$ cat config.mk
export PLATFORM = sky130hd
export DESIGN_NAME = fetch_stage
export DESIGN_NICKNAME = d
export VERILOG_FILES = /design/src/rtl/mips_pkg.sv /design/src/rtl/fetch_skid.sv /design/src/rtl/fetch_stage.sv
export SDC_FILE = /design/constraint.sdc
export NUM_CORES = 1
export LEC_CHECK = 0
export BUFFER_PORTS_ARGS = -buffer_cell sky130_fd_sc_hd__buf_2
export CORE_ASPECT_RATIO = 1.5
export CORE_UTILIZATION = 40
export CTS_CLUSTER_SIZE = 40
export DETAILED_ROUTE_END_ITERATION = 8
export GPL_TIMING_DRIVEN = 0
export PLACE_DENSITY = 0.65
export SYNTH_ARGS = -nofsm -noshare
export SYNTH_HDL_FRONTEND = slang
export SYNTH_SLANG_ARGS = --single-unit
$ cat constraint.sdc
create_clock -name clk -period 7 [get_ports clk]
set_input_delay 0.7 -clock clk [delete_from_list [all_inputs] [get_ports clk]]
set_output_delay 0.7 -clock clk [all_outputs]
set_load 0.005 [all_outputs]
$ cat src/rtl/mips_pkg.sv
// Shared fetch-side constants and helpers.
// Imported by fetch_stage and fetch_skid.
package mips_pkg;

  localparam logic [31:0] RESET_PC_DEF = 32'h0000_0000;
  localparam logic [31:0] INSTR_NOP    = 32'h0000_0000;
  localparam int          WORD_LSB     = 2;

  function automatic logic [31:0] word_align(
    input logic [31:0] addr
  );
    return {addr[31:WORD_LSB], {WORD_LSB{1'b0}}};
  endfunction

endpackage

$ cat src/rtl/fetch_skid.sv
// One-entry hold buffer for the returned instruction word.
// clear wins over capture; reset empties it.
module fetch_skid
  import mips_pkg::*;
(
  input  logic        clk,
  input  logic        rst,
  input  logic        capture,
  input  logic        clear,
  input  logic [31:0] din,
  output logic [31:0] dout,
  output logic        valid
);

  logic        valid_q, valid_d;
  logic [31:0] data_q, data_d;

  always_comb begin
    valid_d = valid_q;
    data_d  = data_q;
    if (clear) begin
      valid_d = 1'b0;
    end else if (capture) begin
      valid_d = 1'b1;
      data_d  = din;
    end
  end

  always_ff @(posedge clk) begin
    if (rst) begin
      valid_q <= 1'b0;
      data_q  <= INSTR_NOP;
    end else begin
      valid_q <= valid_d;
      data_q  <= data_d;
    end
  end

  assign dout  = data_q;
  assign valid = valid_q;

endmodule

$ cat src/rtl/fetch_stage.sv
// Instruction fetch: PC, sync IMEM read, skid, redirects.
// Optional misaligned-redirect trap via FETCH_ALIGN_CHK_EN.
module fetch_stage
  import mips_pkg::*;
#(
  parameter logic [31:0] RESET_PC = RESET_PC_DEF,
  parameter int          IMEM_AW  = 10
) (
  input  logic               clk,
  input  logic               rst,
  input  logic               stall,
  input  logic               redirect_valid,
  input  logic [31:0]        redirect_pc,
  output logic               imem_en,
  output logic [IMEM_AW-1:0] imem_addr,
  input  logic [31:0]        imem_rdata,
`ifdef FETCH_ALIGN_CHK_EN
  output logic               if_adel,
  output logic [31:0]        if_badvaddr,
`endif
  output logic               id_valid,
  output logic [31:0]        id_pc,
  output logic [31:0]        id_pcplus4,
  output logic [31:0]        id_instr
);

  logic [31:0] pc_q, pc_d;
  logic [31:0] req_pc_q, req_pc_d;
  logic        req_valid_q, req_valid_d;
  logic [31:0] fetch_addr;
  logic [31:0] redir_pc;
  logic        hold_valid;
  logic [31:0] hold_instr;
  logic        skid_capture, skid_clear;
  logic        do_rst, do_redir, do_stall;
  logic        redir_bad, fetch_idle;

`ifdef FETCH_ALIGN_CHK_EN
  logic        adel_q, adel_d;
  logic [31:0] badv_q, badv_d;

  assign redir_bad   = |redirect_pc[1:0];
  assign fetch_idle  = adel_q;
  assign if_adel     = adel_q;
  assign if_badvaddr = badv_q;
`else
  assign redir_bad   = 1'b0;
  assign fetch_idle  = 1'b0;
`endif

  assign redir_pc = word_align(redirect_pc);
  assign do_rst   = rst;
  assign do_redir = !rst && redirect_valid;
  assign do_stall = !rst && !redirect_valid && stall;

  always_comb begin
    pc_d         = pc_q;
    req_pc_d     = req_pc_q;
    req_valid_d  = req_valid_q;
    fetch_addr   = pc_q;
    imem_en      = 1'b0;
    skid_capture = 1'b0;
    skid_clear   = 1'b0;
`ifdef FETCH_ALIGN_CHK_EN
    adel_d       = adel_q;
    badv_d       = badv_q;
`endif
    unique case (1'b1)
      do_rst: begin
        skid_clear = 1'b1;
      end
      do_redir: begin
        skid_clear = 1'b1;
        if (redir_bad) begin
          req_valid_d = 1'b0;
`ifdef FETCH_ALIGN_CHK_EN
          adel_d      = 1'b1;
          badv_d      = redirect_pc;
`endif
        end else begin
          imem_en     = 1'b1;
          fetch_addr  = redir_pc;
          req_pc_d    = redir_pc;
          req_valid_d = 1'b1;
          pc_d        = redir_pc + 32'd4;
`ifdef FETCH_ALIGN_CHK_EN
          adel_d      = 1'b0;
`endif
        end
      end
      do_stall: begin
        skid_capture = req_valid_q && !hold_valid;
      end
      default: begin
        skid_clear = 1'b1;
        if (fetch_idle) begin
          req_valid_d = 1'b0;
        end else begin
          imem_en     = 1'b1;
          req_pc_d    = pc_q;
          req_valid_d = 1'b1;
          pc_d        = pc_q + 32'd4;
        end
      end
    endcase
  end

  always_ff @(posedge clk) begin
    if (rst) begin
      pc_q        <= RESET_PC;
      req_pc_q    <= RESET_PC;
      req_valid_q <= 1'b0;
`ifdef FETCH_ALIGN_CHK_EN
      adel_q      <= 1'b0;
      badv_q      <= 32'h0;
`endif
    end else begin
      pc_q        <= pc_d;
      req_pc_q    <= req_pc_d;
      req_valid_q <= req_valid_d;
`ifdef FETCH_ALIGN_CHK_EN
      adel_q      <= adel_d;
      badv_q      <= badv_d;
`endif
    end
  end

  fetch_skid u_skid (
    .clk     (clk),
    .rst     (rst),
    .capture (skid_capture),
    .clear   (skid_clear),
    .din     (imem_rdata),
    .dout    (hold_instr),
    .valid   (hold_valid)
  );

  // Full-width shift keeps upper PC bits read; addr just truncates.
  assign imem_addr  = IMEM_AW'(fetch_addr >> WORD_LSB);
  assign id_valid   = (req_valid_q || hold_valid)
                    && !redirect_valid && !rst;
  assign id_instr   = hold_valid ? hold_instr : imem_rdata;
  assign id_pc      = req_pc_q;
  assign id_pcplus4 = req_pc_q + 32'd4;

endmodule

==> impl_results.md, run 1 <==
- Outcome: finished clean
- Ys Warns: 0
- Period utilization: 0.527
- Row cnt: 52
- Clk buf depth: 2
- CP required: 7200 ps
- Setup CP Type: input pin to register
- Reg2reg setup slack: 4710 ps
- Hold WC Path Type: register to register
- Most frequent cells after synthesis: nand2_1, dfxtp_1, nor2_1
- Antenna Nets Post-Route: 0
- Routed WL: 16,600 um
- WP data arrival: 3880 ps
- Multiplexer share of the synthesized area: 0.147
- Root Driver: clkbuf_16
- CP Launch Type: input pin
- Synth area leaders: dfxtp_1, nand2_1, mux2_2
- Core Box Area: 13,600 um^2
- Top Metal Used: met4
- Cts hold-fix bufs: 0
- H-tree Lvls: 3
- First-pass GRT wire length: approximately 26,000 um
- Post-Route M1 WL: around 6800 um
- Total GRT Usage: 0.230
- Number of synthesized flops with an enable pin: 0
- Post-Synth Adder-Cell Area: 0.00446
- Clock Skews: ~7.9 ps
- Share of cells above drive strength 1: 0.285
- Clock latency on the worst-skew pair: 340 ps
- Switching share of power: 0.264
- Largest family of logic cells by synthesized area: simple AND/OR/NAND/NOR gates
- Initial antenna violation count: 0
- Clk slew on worst S/H paths: 70 ps
- Max-slew headroom: 0.472
- CP max stage delay: ~540 ps
- CTS tree: yes
- Overflow after GRT: 0
- P_int: 1.00 mW
- Port buffer count: 167
- Crit path time final: 3690 ps
- Slew Viols, Final: 0
- Final Hold Viols: 0
- Worst Min Path Start: u_skid.dout[28]
- Xor/xnor share of the synthesized area: 0.101
- Vias: 5,487
- Final setup viols: 0
- # DRC: 0
- Crit-path slowest cell: clkbuf_1
- Top cell by count, worst path: nand2_1
- Final hold slack: 454 ps
- Slew @ Worst Pin: 792 ps
- Io pins: about 180
- Total die area: roughly 15,000 um^2
- Pwr Density: around 200 nW/um^2
- Detailed placement HPWL: 12,800 um
- Core Util, Final: 0.514
- Starting Density: 0.413
- DRT iter0 DRCs: 279
- N_diodes: 0
- Sink Count: 94
- Post-synth ARST share: 0
- Final setup TNS: 0 ps
- Synth top area share: 0.335
- Flop pwr share: 0.435
- Syn Inst Count: 705
- Drt wl/cell: about 16 um
- CP endpoint kind: register
- Dominant synthesized flop cell: dfxtp_1
- DIE HEIGHT: between 100 and 150 um
- Nets@finish: 956
- Syn-to-layout area delta: 24.5%
- Crit-path cells: buf_2 -> nand2b_4 -> buf_6 -> buf_4 -> clkbuf_1 -> nand2_1 -> nand2_1 -> ha_1 -> nand2_1 -> or4_1 -> buf_2 -> o21a_1 -> nor3_1 -> a211oi_1
- Combinational share of power: 0.167
- Average via count per standard cell: roughly 5.2
- Synth Area in Compound Gates: 0.111
- Hold EP: u_skid.dout[28]
- Switching power: 0.360 mW
- Max Clock Freq: 271 MHz
- Non-filler cells, final: 1,052
- Num CTS Buffers: 9
- Hold Path Stages: 2
- R2R depth: 9
- Critical path peak fanout: 10
- CTS resizes: 0
- Die W: 98.7 um
- Cells after DPL: 1,037
- Worst R2R Start: pc_q[3]
- Clock power share: 0.399
- Synth area leader: dfxtp_1
- Max cap viols: 0
- Reg-to-reg critical path endpoint: pc_q[20]
- GP Congestion: 0.891
- Initial DRT Pass Iterations: 5
- Met3 routed WL: 762 um
- Wire length on met2: between 8000 and 9000 um
- Largest net degree at the start of global routing: 15
- Distinct cells, synth: between 40 and 50
- Seq/Total Area, Yosys: 0.335
- Leak: about 3 nW
- RSZ-0062 raised after global routing: false
- Fillers: 1,379
- Syn_area_per_cell: 7.96 um^2
- Simple-gate share of the synthesized area: 0.241
- Most frequent cell after synthesis: nand2_1
- Seq cells post-synth: 94
- Mapped Area: 5610 um^2
- Post-CTS Setup Inserts: 0
- Peak VDD IR: roughly 0.00011 V
- Vias in the first global route: 5,128
==> power by group through the flow <==
stage	clock network, mW	registers [mW]	logic, mW
3_3_place_gp	0	0.604	0.225
2_1_floorplan	0	0.597	0.134
3_5_place_dp	0	0.605	0.227
6_report	0.543	0.593	0.227
5_1_grt	0.576	0.597	0.250
4_1_cts	0.547	0.592	0.228
==> how the worst max path moves through the flow <==
stage                     startpoint  endpoint  slack (ps)
final                            rst  pc_q[20]        3310
after global routing             rst  pc_q[20]        3170
after global placement           rst  pc_q[20]        3020
after CTS                        rst  pc_q[20]        3370
after detailed placement         rst  pc_q[20]        3030
after floorplan                  rst  pc_q[20]        3730
==> worst max-delay path, delay by kind of cell <==
family / cells / cell delay, ps
AND/OR/NAND/NOR: 6 / 1330
adder cells (fa/ha/maj): 1 / 240
AO/OA/AOI/OAI: 2 / 250
buffers and inverters: 5 / 1340
==> cells by family after synthesis <==
| kind of cell | count (synthesis) |
|---|---|
| adder cells (fa/ha/maj) | 2 |
| AO/OA/AOI/OAI | 109 |
| flip-flops | 94 |
| multiplexers | 74 |
| AND/OR/NAND/NOR | 293 |
| other | 1 |
| XOR/XNOR | 65 |
| buffers and inverters | 67 |
==> per-layer routing <==
metal,GRT usage,vias up
li1,-,2757
met1,0.262,2553
met2,0.432,160
met3,0.0381,17
met4,0.0739,0
met5,0,-
==> cell usage in the layout, fill, tap and decap left out, drive strengths merged, types with 28 or more instances in the layout <==
master,n
buf,194
nand2,136
dfxtp,94
nor2,64
a21oi,49
xnor2,45
clkbuf,39
mux2i,38
mux2,36
o21ai,28
==> metrics by stage <==
step	cell area, um^2	worst slack [ps]	power (mW)
6_report	6980	3310	1.36
5_1_grt	6980	3170	1.42
4_1_cts	6980	3370	1.37
3_5_place_dp	6660	3030	0.832
3_3_place_gp	6660	3020	0.829
2_1_floorplan	5620	3730	0.731
==> cell type report <==
cell class,count,area (um^2),share of cell area
Timing Repair Buffer,167,836,0.120
Clock inverter,3,67.6,0.00967
Clock buffer,12,256,0.0367
Multi-Input combinational cell,547,3410,0.488
Sequential cell,94,1880,0.269
Inverter,13,48.8,0.00699
Tap cell,162,203,0.0290
Buffer,54,280,0.0401
==> registers in the layout, summed over array words and instances, names as in the netlist <==
name	flops
u_skid.dout	32
id_pc	30
pc_q	30
req_valid_q	1
u_skid.valid	1
Power figures use the tool's default switching activity.
==> run 2: changes to the inputs <==
--- a/config.mk
+++ b/config.mk
@@ -11,7 +11,7 @@
 export CTS_CLUSTER_SIZE = 40
 export DETAILED_ROUTE_END_ITERATION = 8
 export GPL_TIMING_DRIVEN = 0
-export PLACE_DENSITY = 0.65
+export PLACE_DENSITY = 0.68
 export SYNTH_ARGS = -nofsm -noshare
 export SYNTH_HDL_FRONTEND = slang
 export SYNTH_SLANG_ARGS = --single-unit
==> constraint.sdc (replaced) <==
create_clock -name clk -period 3.3 [get_ports clk]
set_input_delay 0.33 -clock clk [delete_from_list [all_inputs] [get_ports clk]]
set_output_delay 0.33 -clock clk [all_outputs]
set_load 0.005 [all_outputs]
==> run 2 against run 1 <==
  * Critical path depth stayed put
  * Setup slack worse by 3000 ps
  * Hold slack got worse by 230 ps
  * Sequential power is 110% higher
  * Global-route usage fell by 0.081 points
  * Critical path type unchanged
  * Clock skew shrank 2.3 ps
==> impl_results.md, run 2 (synthesis results as in run 1) <==
- Outcome: finished clean
- Crit path time final: 2980 ps
- Row cnt: 52 (unchanged)
- Clk slew on worst S/H paths: 60 ps (about the same)
- Final Hold Viols: 0 (unchanged)
- Port buffer count: 167 (unchanged)
- Clock power share: 0.364 (-0.035)
- Worst R2R Start: pc_q[6]
- Worst Min Path Start: imem_rdata[16]
- Io pins: 176 (unchanged)
- Hold WC Path Type: input pin to register
- WP data arrival: 3180 ps (-700 ps)
- Pwr Density: 393 nW/um^2 (+100%)
- Commonest cells after routing, fill and taps aside: buf_2, nand2_1, dfxtp_1, nor2_1, a21oi_1
- Initial DRT Pass Iterations: 4 (-1)
- Clk buf depth: 2 (unchanged)
- Setup CP Type: input pin to register
- Average via count per standard cell: 5.22 (about the same)
- Commonest non-fill, non-tap cell in the layout: buf_2
- Starting Density: 0.413 (unchanged)
- CTS tree: yes
- First-pass GRT wire length: 26,300 um (+0.21%)
- RSZ-0062 raised after global routing: false
- Vias in the first global route: 5,095 (-0.64%)
- Register Area: 1880 um^2 (unchanged)
- Slew Viols, Final: 0 (unchanged)
- Max cap viols: 0 (unchanged)
- Clock Skews: 5.55 ps (-2.32 ps)
- Die W: 98.7 um (unchanged)
- Final setup TNS: 0 ps (unchanged)
- Max-slew headroom: 0.469 (-0.00315)
- Sink Count: 94 (unchanged)
- DRT iter0 DRCs: 267 (-4.3%)
- Switching power: 0.752 mW (+110%)
- Clock latency on the worst-skew pair: 340 ps (about the same)
- Max Clock Freq: 336 MHz
- Core Box Area: 13,600 um^2 (unchanged)
- Total GRT Usage: 0.229 (-0.000814)
- Reg2reg setup slack: 1040 ps (-3670 ps)
- # DRC: 0 (unchanged)
- Reg-to-reg critical path endpoint: pc_q[19]
- P_int: 1.98 mW (+97%)
- Detailed placement HPWL: 12,600 um (-1.4%)
- Overflow after GRT: 0 (unchanged)
- Num CTS Buffers: 9 (unchanged)
- CP endpoint kind: register
- DIE HEIGHT: 147 um (unchanged)
- Hold Path Stages: 3 (+1)
- Period utilization: 0.903
- Hold EP: u_skid.dout[16]
- Multi-input logic area: 3410 um^2 (unchanged)
- Routed WL: 16,300 um (-1.6%)
- Cts hold-fix bufs: 0 (unchanged)
- Critical path peak fanout: 10 (unchanged)
- Total die area: 14,500 um^2 (unchanged)
- Combinational share of power: 0.176 (+0.009)
- Vias: 5,497 (+0.18%)
- R2R depth: 8 (-1)
- Slew @ Worst Pin: 796 ps (+4.72 ps)
- Initial antenna violation count: 0 (unchanged)
- Final hold slack: 229 ps (-225 ps)
- DP Area: 6660 um^2 (unchanged)
- CP required: 3500 ps (-3700 ps)
- Antenna Nets Post-Route: 0 (unchanged)
- Nets@finish: 956 (unchanged)
- Cell area after layout: 6950 um^2 (-0.47%)
- Final setup viols: 0 (unchanged)
- Root Driver: clkbuf_16
- Fillers: 1,370 (-0.65%)
- GP Congestion: 0.845 (-5.1%)
- Peak VDD IR: 0.000253 V (+140%)
- H-tree Lvls: 3 (unchanged)
- Flop pwr share: 0.460 (+0.025)
- CP Launch Type: input pin
- Switching share of power: 0.275 (+0.0112)
- Drt wl/cell: 15.5 um (-1.8%)
- Share of cells above drive strength 1: 0.285 (-0.000320)
- Max FFs per register: 32 (unchanged)
- Largest net degree at the start of global routing: 15 (unchanged)
- Syn-to-layout area delta: 23.9%
- Leak: 2.98 nW (-0.63%)
-- run 2: worst max path at each step --
stage | start | to | slack [ps] | cells past startpoint
2_1_floorplan | rst | pc_q[20] | 400 | 14
3_3_place_gp | rst | pc_q[20] | -270 | 14
3_5_place_dp | rst | pc_q[20] | -250 | 14
4_1_cts | rst | pc_q[20] | 100 | 14
5_1_grt | redirect_valid | pc_q[20] | 60 | 14
6_report | rst | pc_q[20] | 320 | 14
-- run 2: critical path, cell delays in order --
cell and delay, ps:
buf_2 160, nor2b_1 120, buf_4 200, clkbuf_4 280, clkbuf_4 310, nand2_1 80
nand2_1 130, ha_1 250, nand2_1 190, or4_1 520, buf_2 190, o21a_1 180
nor3_1 160, a211oi_1 70
-- run 2: per-stage QoR --
step	cells	utilization	setup WS, ps	power, mW
after global routing	1053	0.511	60.7	2.86
after global placement	1037	0.490	-266	1.76
final	1054	0.511	320	2.73
after CTS	1053	0.510	99.1	2.75
after detailed placement	1037	0.490	-251	1.76
after floorplan	708	-	399	1.55
-- run 2: layer usage --
layer | wire length, um | up-vias | track usage | part of all wire
met5 | 0 | - | 0 | 0
li1 | - | 2752 | - | -
met1 | 6590 | 2544 | 0.264 | 0.40
met3 | 837 | 26 | 0.0414 | 0.051
met4 | 322 | 0 | 0.0896 | 0.020
met2 | 8570 | 175 | 0.417 | 0.53
-- run 2: power groups by stage --
stage	clock, mW	combinational, mW	sequential (mW)
final	0.995	0.481	1.26
after global routing	1.07	0.528	1.27
after CTS	1.01	0.482	1.26
after detailed placement	0	0.480	1.28
after global placement	0	0.476	1.28
after floorplan	0	0.284	1.27
-- run 2: layout make-up --
type / instances / area share
multi-input combinational: 547 / 0.491
sequential: 94 / 0.271
timing repair buffer: 168 / 0.121
buffer: 53 / 0.0405
clock buffer: 14 / 0.0380
tap: 162 / 0.0292
inverter: 13 / 0.00702
clock inverter: 2 / 0.00234
antenna: 1 / 0.000360
-- run 2: repair_timing --
item | 4_1_cts | 5_1_grt
endpoints found under the hold margin | 0 | 0
endpoints found under the setup margin | 0 | 7
setup buffers | 0 | 1
resized for setup | 0 | 2
